==> src/rtl/reg_file_wr_responder_pkg.sv <==
// ---------------------------------------------------------------------------
// reg_file_pkg
// Shared definitions for the integer register file and every unit that writes
// into it (core writeback, integer divider, other multi-cycle units).
//   DATA_WIDTH / NUM_REGS / REG_SEL_WIDTH : register file geometry
//   t_reg_sel / t_data                    : selector and data word types
//   clog2_min1()                          : index width that never collapses to 0
// ---------------------------------------------------------------------------
package reg_file_pkg;

    localparam int DATA_WIDTH    = 32;
    localparam int NUM_REGS      = 32;
    localparam int REG_SEL_WIDTH = $clog2(NUM_REGS);
    localparam int NUM_CLIENTS   = 4;

    typedef logic [REG_SEL_WIDTH-1:0] t_reg_sel;
    typedef logic [DATA_WIDTH-1:0]    t_data;

    // A single-client arbiter still needs a 1-bit pointer/index.
    function automatic int clog2_min1(input int n);
        return (n > 1) ? $clog2(n) : 1;
    endfunction

endpackage

==> src/rtl/reg_file_wr_responder_if.sv <==
// ---------------------------------------------------------------------------
// reg_file_wr_responder_if
// Bundles the register-file write handshake and the two read ports.
//   wr_req  [num_clients]                : per-client write request
//   wr_sel  [num_clients*reg_sel_width]  : packed selectors, client i = slice i
//   wr_data [num_clients*data_width]     : packed data, client i = slice i
//   wr_ack  [num_clients]                : one-cycle registered ack
//   rd_sel0/rd_data0, rd_sel1/rd_data1   : combinational read ports
//
// Handshake: a client raises wr_req[i] with wr_sel/wr_data stable and holds
// all three until it samples wr_ack[i]=1 on a rising edge; it then drops
// wr_req[i] (or presents a new request) at the following edge. The responder
// ignores wr_req[i] while wr_ack[i] is high, so a request held through its
// ack cycle is never written twice. Data is sampled only at the grant edge.
//
// master: the initiator side (clients + read-port user)
// slave : the responder (register file)
// ---------------------------------------------------------------------------
interface reg_file_wr_responder_if #(
    parameter int num_clients   = 4,
    parameter int reg_sel_width = 5,
    parameter int data_width    = 32
);

    logic [num_clients-1:0]               wr_req;
    logic [num_clients*reg_sel_width-1:0] wr_sel;
    logic [num_clients*data_width-1:0]    wr_data;
    logic [num_clients-1:0]               wr_ack;

    logic [reg_sel_width-1:0]             rd_sel0;
    logic [data_width-1:0]                rd_data0;
    logic [reg_sel_width-1:0]             rd_sel1;
    logic [data_width-1:0]                rd_data1;

    modport master (
        output wr_req, wr_sel, wr_data, rd_sel0, rd_sel1,
        input  wr_ack, rd_data0, rd_data1
    );

    modport slave (
        input  wr_req, wr_sel, wr_data, rd_sel0, rd_sel1,
        output wr_ack, rd_data0, rd_data1
    );

endinterface

==> src/rtl/reg_file_wr_responder_rr_arbiter.sv <==
// ---------------------------------------------------------------------------
// rr_arbiter
// Round-robin arbiter with an internal pointer. Grants the first eligible
// client at or after the pointer (wrapping); after a grant the pointer moves
// to the client just past the winner, so the winner has lowest priority next.
//   clk, rst    : clock, asynchronous active-low reset (pointer -> 0)
//   eligible    : per-client eligibility vector
//   grant_valid : some client is granted this cycle
//   grant_idx   : index of the granted client (valid with grant_valid)
// ---------------------------------------------------------------------------
module rr_arbiter
    import reg_file_pkg::*;
#(
    parameter int num_clients      = 4,
    parameter int client_idx_width = clog2_min1(num_clients)
) (
    input  logic                        clk,
    input  logic                        rst,
    input  logic [num_clients-1:0]      eligible,
    output logic                        grant_valid,
    output logic [client_idx_width-1:0] grant_idx
);

    logic [client_idx_width-1:0] ptr;

    // Scan from the farthest offset down to offset 0 so the closest eligible
    // client to the pointer is the last (winning) assignment.
    always_comb begin
        int idx;
        idx         = 0;
        grant_valid = 1'b0;
        grant_idx   = '0;
        for (int k = num_clients - 1; k >= 0; k--) begin
            idx = int'(ptr) + k;
            if (idx >= num_clients) idx = idx - num_clients;
            if (eligible[idx]) begin
                grant_valid = 1'b1;
                grant_idx   = client_idx_width'(idx);
            end
        end
    end

    always_ff @(posedge clk or negedge rst) begin
        if (!rst) begin
            ptr <= '0;
        end else if (grant_valid) begin
            if (int'(grant_idx) == num_clients - 1) ptr <= '0;
            else                                    ptr <= grant_idx + 1'b1;
        end
    end

endmodule

==> src/rtl/reg_file_wr_responder.sv <==
// ---------------------------------------------------------------------------
// reg_file_wr_responder
// Integer register file and responder end of the register-file write
// handshake. Up to num_clients initiators request writes; a round-robin
// arbiter picks one per clock, the write lands at that edge and the winner
// gets a one-cycle registered ack. Register 0 reads as zero and is never
// written; selectors >= num_regs are acked without a write.
//   clk  : clock
//   rst  : asynchronous active-low reset (regs, acks, pointer cleared)
//   bus  : write handshake + two combinational read ports (slave side)
// ---------------------------------------------------------------------------
module reg_file_wr_responder
    import reg_file_pkg::*;
#(
    parameter int data_width  = DATA_WIDTH,
    parameter int num_regs    = NUM_REGS,
    parameter int num_clients = NUM_CLIENTS
) (
    input  logic                  clk,
    input  logic                  rst,
    reg_file_wr_responder_if.slave bus
);

    localparam int reg_sel_width    = $clog2(num_regs);
    localparam int client_idx_width = clog2_min1(num_clients);

    logic [data_width-1:0]       regs [num_regs];
    logic [num_clients-1:0]      eligible;
    logic [num_clients-1:0]      ack_q;
    logic [num_clients-1:0]      ack_d;
    logic                        grant_valid;
    logic [client_idx_width-1:0] grant_idx;
    logic [reg_sel_width-1:0]    g_sel;
    logic [data_width-1:0]       g_data;
    logic                        do_write;
    logic [data_width-1:0]       rd_data0_c;
    logic [data_width-1:0]       rd_data1_c;

    // The ack term masks the cycle in which the winner still holds its request.
    assign eligible = bus.wr_req & ~ack_q;

    rr_arbiter #(
        .num_clients      (num_clients),
        .client_idx_width (client_idx_width)
    ) u_arb (
        .clk         (clk),
        .rst         (rst),
        .eligible    (eligible),
        .grant_valid (grant_valid),
        .grant_idx   (grant_idx)
    );

    always_comb begin
        g_sel    = bus.wr_sel[grant_idx*reg_sel_width +: reg_sel_width];
        g_data   = bus.wr_data[grant_idx*data_width +: data_width];
        do_write = grant_valid && (g_sel != '0) && (int'(g_sel) < num_regs);
        ack_d    = '0;
        if (grant_valid) ack_d[grant_idx] = 1'b1;
    end

    always_ff @(posedge clk or negedge rst) begin
        if (!rst) begin
            ack_q <= '0;
        end else begin
            ack_q <= ack_d;
        end
    end

    always_ff @(posedge clk or negedge rst) begin
        if (!rst) begin
            for (int i = 0; i < num_regs; i++) regs[i] <= '0;
        end else if (do_write) begin
            regs[g_sel] <= g_data;
        end
    end

    // No bypass: a write at an edge shows up on the read ports after it.
    always_comb begin
        rd_data0_c = '0;
        rd_data1_c = '0;
        if ((bus.rd_sel0 != '0) && (int'(bus.rd_sel0) < num_regs)) rd_data0_c = regs[bus.rd_sel0];
        if ((bus.rd_sel1 != '0) && (int'(bus.rd_sel1) < num_regs)) rd_data1_c = regs[bus.rd_sel1];
    end

    assign bus.wr_ack   = ack_q;
    assign bus.rd_data0 = rd_data0_c;
    assign bus.rd_data1 = rd_data1_c;

endmodule

==> src/flat_wrapper.sv <==
// flat-port wrapper written by rule: the top's interface ports become plain ports
module reg_file_wr_responder_flat import reg_file_pkg::*;
#(
    parameter int data_width  = DATA_WIDTH,
    parameter int num_regs    = NUM_REGS,
    parameter int num_clients = NUM_CLIENTS
)
  (clk, rst, bus_wr_req, bus_wr_sel, bus_wr_data, bus_rd_sel0, bus_rd_sel1, bus_wr_ack, bus_rd_data0, bus_rd_data1);
  reg_file_wr_responder_if #(.num_clients(num_clients), .data_width(data_width)) bus_i ();
  input  logic clk;
  input  logic rst;
  input wire logic [$bits(bus_i.wr_req)-1:0] bus_wr_req;
  input wire logic [$bits(bus_i.wr_sel)-1:0] bus_wr_sel;
  input wire logic [$bits(bus_i.wr_data)-1:0] bus_wr_data;
  input wire logic [$bits(bus_i.rd_sel0)-1:0] bus_rd_sel0;
  input wire logic [$bits(bus_i.rd_sel1)-1:0] bus_rd_sel1;
  output wire logic [$bits(bus_i.wr_ack)-1:0] bus_wr_ack;
  output wire logic [$bits(bus_i.rd_data0)-1:0] bus_rd_data0;
  output wire logic [$bits(bus_i.rd_data1)-1:0] bus_rd_data1;
  assign bus_i.wr_req = bus_wr_req;
  assign bus_i.wr_sel = bus_wr_sel;
  assign bus_i.wr_data = bus_wr_data;
  assign bus_i.rd_sel0 = bus_rd_sel0;
  assign bus_i.rd_sel1 = bus_rd_sel1;
  assign bus_wr_ack = bus_i.wr_ack;
  assign bus_rd_data0 = bus_i.rd_data0;
  assign bus_rd_data1 = bus_i.rd_data1;
  reg_file_wr_responder #(.data_width(data_width), .num_regs(num_regs), .num_clients(num_clients)) u_core (.clk(clk), .rst(rst), .bus(bus_i));
endmodule
==> config.mk <==
export PLATFORM = sky130hd
export DESIGN_NAME = reg_file_wr_responder_flat
export DESIGN_NICKNAME = d
export VERILOG_FILES = /design/src/rtl/reg_file_wr_responder_pkg.sv /design/src/rtl/reg_file_wr_responder_if.sv /design/src/rtl/reg_file_wr_responder_rr_arbiter.sv /design/src/rtl/reg_file_wr_responder.sv /design/src/flat_wrapper.sv
export SDC_FILE = /design/constraint.sdc
export NUM_CORES = 2
export LEC_CHECK = 0
export ABC_CLOCK_PERIOD_IN_PS = 3500
export CORE_AREA = 5 5 325 327
export DETAILED_ROUTE_END_ITERATION = 7
export DIE_AREA = 0 0 330 332
export GPL_TIMING_DRIVEN = 0
export PLACE_DENSITY = 0.82
export SETUP_SLACK_MARGIN = 0.15
export SLEW_MARGIN = 10
export SYNTH_ARGS = -nofsm -noshare
export SYNTH_HDL_FRONTEND = slang
export SYNTH_SLANG_ARGS = --single-unit
==> constraint.sdc <==
create_clock -name clk -period 3.5 [get_ports clk]
set_input_delay 0.7 -clock clk [delete_from_list [all_inputs] [get_ports clk]]
set_output_delay 0.7 -clock clk [all_outputs]
set_load 0.02 [all_outputs]
==> impl_metrics.csv <==
group,metric,value,unit
timing,worstMarginPinSlew,1.04,ns
job,maxCapViolCount,0,
timing,slew_viol_final,0,
floorplanning,core,103000,um^2
synthesis,netlist_instances,3524,
synthesis,avgSynthCellArea,15.9,um^2
floorplanning,fp.dieW,330,um
synthesis,syn-num-nets,3692,
synthesis,yosysWarningCount,0,
clocking,cts.sink_count,1030,
global_route,grt_pass1_vias,41600,
synthesis,synth_edf_count,0,
floorplanning,rows,118,
detailed_routing,drtAntennaViolNets,0,
detailed_routing,first_pass_iters,8,
timing,layout_setup_ws,-0.252,ns
power_and_ir_drop,leakagePower,0.0287,uW
min_path,hold_class,"flip-flop to flip-flop",
timing,hold_slack,0.477,ns
critical_path,reg2reg_from,"u_core.bus.wr_ack[0]",
power_and_ir_drop,peakVddDrop,0.515,mV
timing,fin_setup_tns,-7.97,ns
global_route,overflow,0,
critical_path,cp_slowest_stage_delay,0.65,ns
clocking,cts_tree,"built",
finish,final_common_cell,"dfrtp_1",
synthesis,netlist_area,55900,um^2
timing,rsz0062_at_grt,"yes",
critical_path,crit_type,"primary input to output pin",
synthesis,seq_area_frac_synth,0.461,
finish,seqCellArea,25800,um^2
finish,final_layout_size_suffix_gt1_frac,0.526,
critical_path,setup.worst_path.start_class,"primary input",
global_route,grt_usage,0.361,
critical_path,arrival,3.05,ns
timing,hold_viol_final,0,
critical_path,reg2reg_to,"u_core.regs[212]",
global_route,use_met1,0.442,
synthesis,synth_top_family_by_area,"multiplexers",
global_route,met2_usage,0.519,
outcome,status,"complete, but fails checks",
critical_path,required,2.80,ns
global_route,grt_pass1_wl,287000,um
placement,port-buffer-count,225,
synthesis,synth_xor_area_frac,0,
timing,skew,0.0243,ns
detailed_routing,post_drt_wl_per_cell,38.0,um
finish,multiInputGateArea,29400,um^2
placement,dp_hpwl,124000,um
finish,nets,4230,
critical_path,cp_slowest_cell,"mux4_2",
finish,syn_to_final_growth,24.2,%
timing,setup_viol,67,
clocking,cts-buffers-inserted,106,
global_route,busiest_layer,"met2",
detailed_routing,drt_iter0_markers,6040,
synthesis,synthSimpleGateAreaFrac,0.0264,
power_and_ir_drop,fin_total_pwr,67200,uW
synthesis,synthFlopType,"dfrtp_1",
min_path,hold_end,"u_core.regs[1009]",
critical_path,r2r_slack,0.04,ns
detailed_routing,vias,40900,
timing,slew_headroom,0.308,
clocking,htreeDepth,3,
floorplanning,initial_utilization,0.545,
min_path,min_from,"u_core.regs[1009]",
timing,period_needed,3.75,ns
synthesis,synth_mux_area_frac,0.470,
finish,final.fill_count,6087,
floorplanning,die_h,332,um
global_route,gr-usage-met3,0.149,
placement,place_ws,-1.97,ns
synthesis,synth-compound-area-share,0.00924,
timing,period_share,1.07,
synthesis,synthAdderAreaFrac,0.000895,
critical_path,crit_chain,"clkbuf_16, clkbuf_16, clkbuf_16, mux4_2, mux4_2, mux2i_2, nor2_1, buf_2",
critical_path,r2r_cells,11,
min_path,hold_depth,1,
critical_path,endpoint_kind,"output pin",
synthesis,ys_seq_elements,1030,
detailed_routing,via_per_inst,7.40,
synthesis,async_flop_share,1.00,
global_route,grt_start_max_net_pins,168,
critical_path,cpMostUsedCell,"clkbuf_16",
clocking,clkTransAtPathRegs,0.06,ns
global_route,antenna_found_initial,9,
critical_path,path_max_fanout,8,
detailed_routing,drc,3,
synthesis,synthDistinctLibCells,56,
finish,final_cell_mix,"1029 x dfrtp_1, 640 x mux4_2, 619 x mux2_2",
clocking,clkLatencyLatePin,0.72,ns
floorplanning,fp.dieArea,110000,um^2
clocking,clk_path_buf_depth,3,
outcome,violations,"design-rule violations, negative setup slack",
floorplanning,io_pins,232,
clocking,root_buffer,"clkbuf_16",
placement,place_congestion,0.900,
detailed_routing,wl,210000,um
power_and_ir_drop,power_density,967,nW/um^2
timing,fmax,0.267,GHz
-- repair_timing --
item                                    in CTS  in global routing
resized for setup                         1034                221
pin swaps                                   22                 24
hold buffers                                 1                  0
buffers inserted                            96                 77
cloned                                      14                  8
endpoints found under the setup margin    1056               1042
hold endpoints to repair                    38                  0
-- Yosys cell counts, drive strengths merged (2+ instances only) --
cell / n / share of area
dfrtp: 1030 / 0.46
nand2: 141 / 0.0095
nor2b: 5 / 0.00060
nor2: 72 / 0.0048
or4: 2 / 0.00027
or3b: 3 / 0.00047
o211ai: 5 / 0.00076
nor3b: 2 / 0.00027
a211oi: 2 / 0.00036
nor4b: 7 / 0.0027
mux4: 640 / 0.26
inv: 9 / 0.00060
and2: 4 / 0.00045
buf: 173 / 0.016
nand4: 4 / 0.00045
a311oi: 2 / 0.00031
mux2: 994 / 0.20
a21boi: 2 / 0.00034
nand3: 2 / 0.00018
o21ai: 2 / 0.00025
a21oi: 11 / 0.0013
nand2b: 4 / 0.00045
mux2i: 69 / 0.013
nand4b: 12 / 0.0019
o311ai: 2 / 0.00031
a32oi: 2 / 0.00058
a31oi: 33 / 0.0037
nor3: 3 / 0.00027
clkbuf: 240 / 0.016
and3: 32 / 0.0036
ha: 4 / 0.00089
-- metrics by stage --
stage | cells | utilization | instance area, um^2
after CTS | 5445 | 0.663 | 68000
after detailed placement | 5138 | 0.587 | 60200
after global placement | 5129 | 0.585 | 60000
after floorplan | 3524 | - | 56000
final | 5533 | 0.677 | 69500
after global routing | 5532 | 0.677 | 69500
-- area by class of cell --
type / count / share of cell area
buffer: 413 / 0.0594
tap: 1380 / 0.0249
timing repair buffer: 429 / 0.0650
clock buffer: 131 / 0.0420
clock inverter: 65 / 0.0140
antenna: 3 / 0.000108
inverter: 9 / 0.000486
multi-input combinational: 2073 / 0.423
sequential: 1030 / 0.371
-- logic make-up (layout without fill, tap and decap cells) --
| logic type | count (synthesis) | after routing |
|---|---|---|
| multiplexers | 1703 | 1703 |
| other | 0 | 3 |
| buffers and inverters | 422 | 1047 |
| AND/OR/NAND/NOR | 296 | 296 |
| AO/OA/AOI/OAI | 69 | 70 |
| adder cells (fa/ha/maj) | 4 | 4 |
| flip-flops | 1030 | 1030 |
-- sequential cells by signal, summed over array words and instances (netlist names) --
name / cells
u_core.regs: 1024
u_core.bus.wr_ack: 4
u_core.u_arb.ptr: 2
-- where the power goes --
| part | total, uW | switching, uW | internal (uW) |
|---|---|---|---|
| Sequential | 23000 | 5100 | 17900 |
| Clock | 12800 | 5290 | 7500 |
| Combinational | 31400 | 16000 | 15400 |
-- routing by layer --
layer / vias up / wire length, um
met3: 1259 / 30900
met4: 12 / 20400
met5: - / 101
li1: 14800 / -
met2: 3775 / 92000
met1: 21100 / 66900
-- worst max-delay path: cells and delay by family --
| kind | cells | cell delay [ns] |
|---|---|---|
| multiplexers | 3 | 1.44 |
| buffers and inverters | 4 | 0.82 |
| AND/OR/NAND/NOR | 1 | 0.07 |
-- how the worst max path moves through the flow --
| stage | from | to | slack [ns] | depth (start not counted) |
|---|---|---|---|---|
| 6_report | bus_rd_sel0[0] | bus_rd_data0[22] | -0.25 | 8 |
| 2_1_floorplan | bus_rd_sel0[0] | bus_rd_data0[22] | 0.15 | 7 |
| 3_3_place_gp | rst | u_core.regs[709] | -44.39 | 1 |
| 3_5_place_dp | bus_rd_sel1[2] | bus_rd_data1[10] | -1.97 | 7 |
| 5_1_grt | bus_rd_sel0[0] | bus_rd_data0[22] | -0.22 | 8 |
| 4_1_cts | bus_rd_sel0[0] | bus_rd_data0[16] | -0.15 | 8 |
Note: power is estimated with default switching activity, not from simulation.
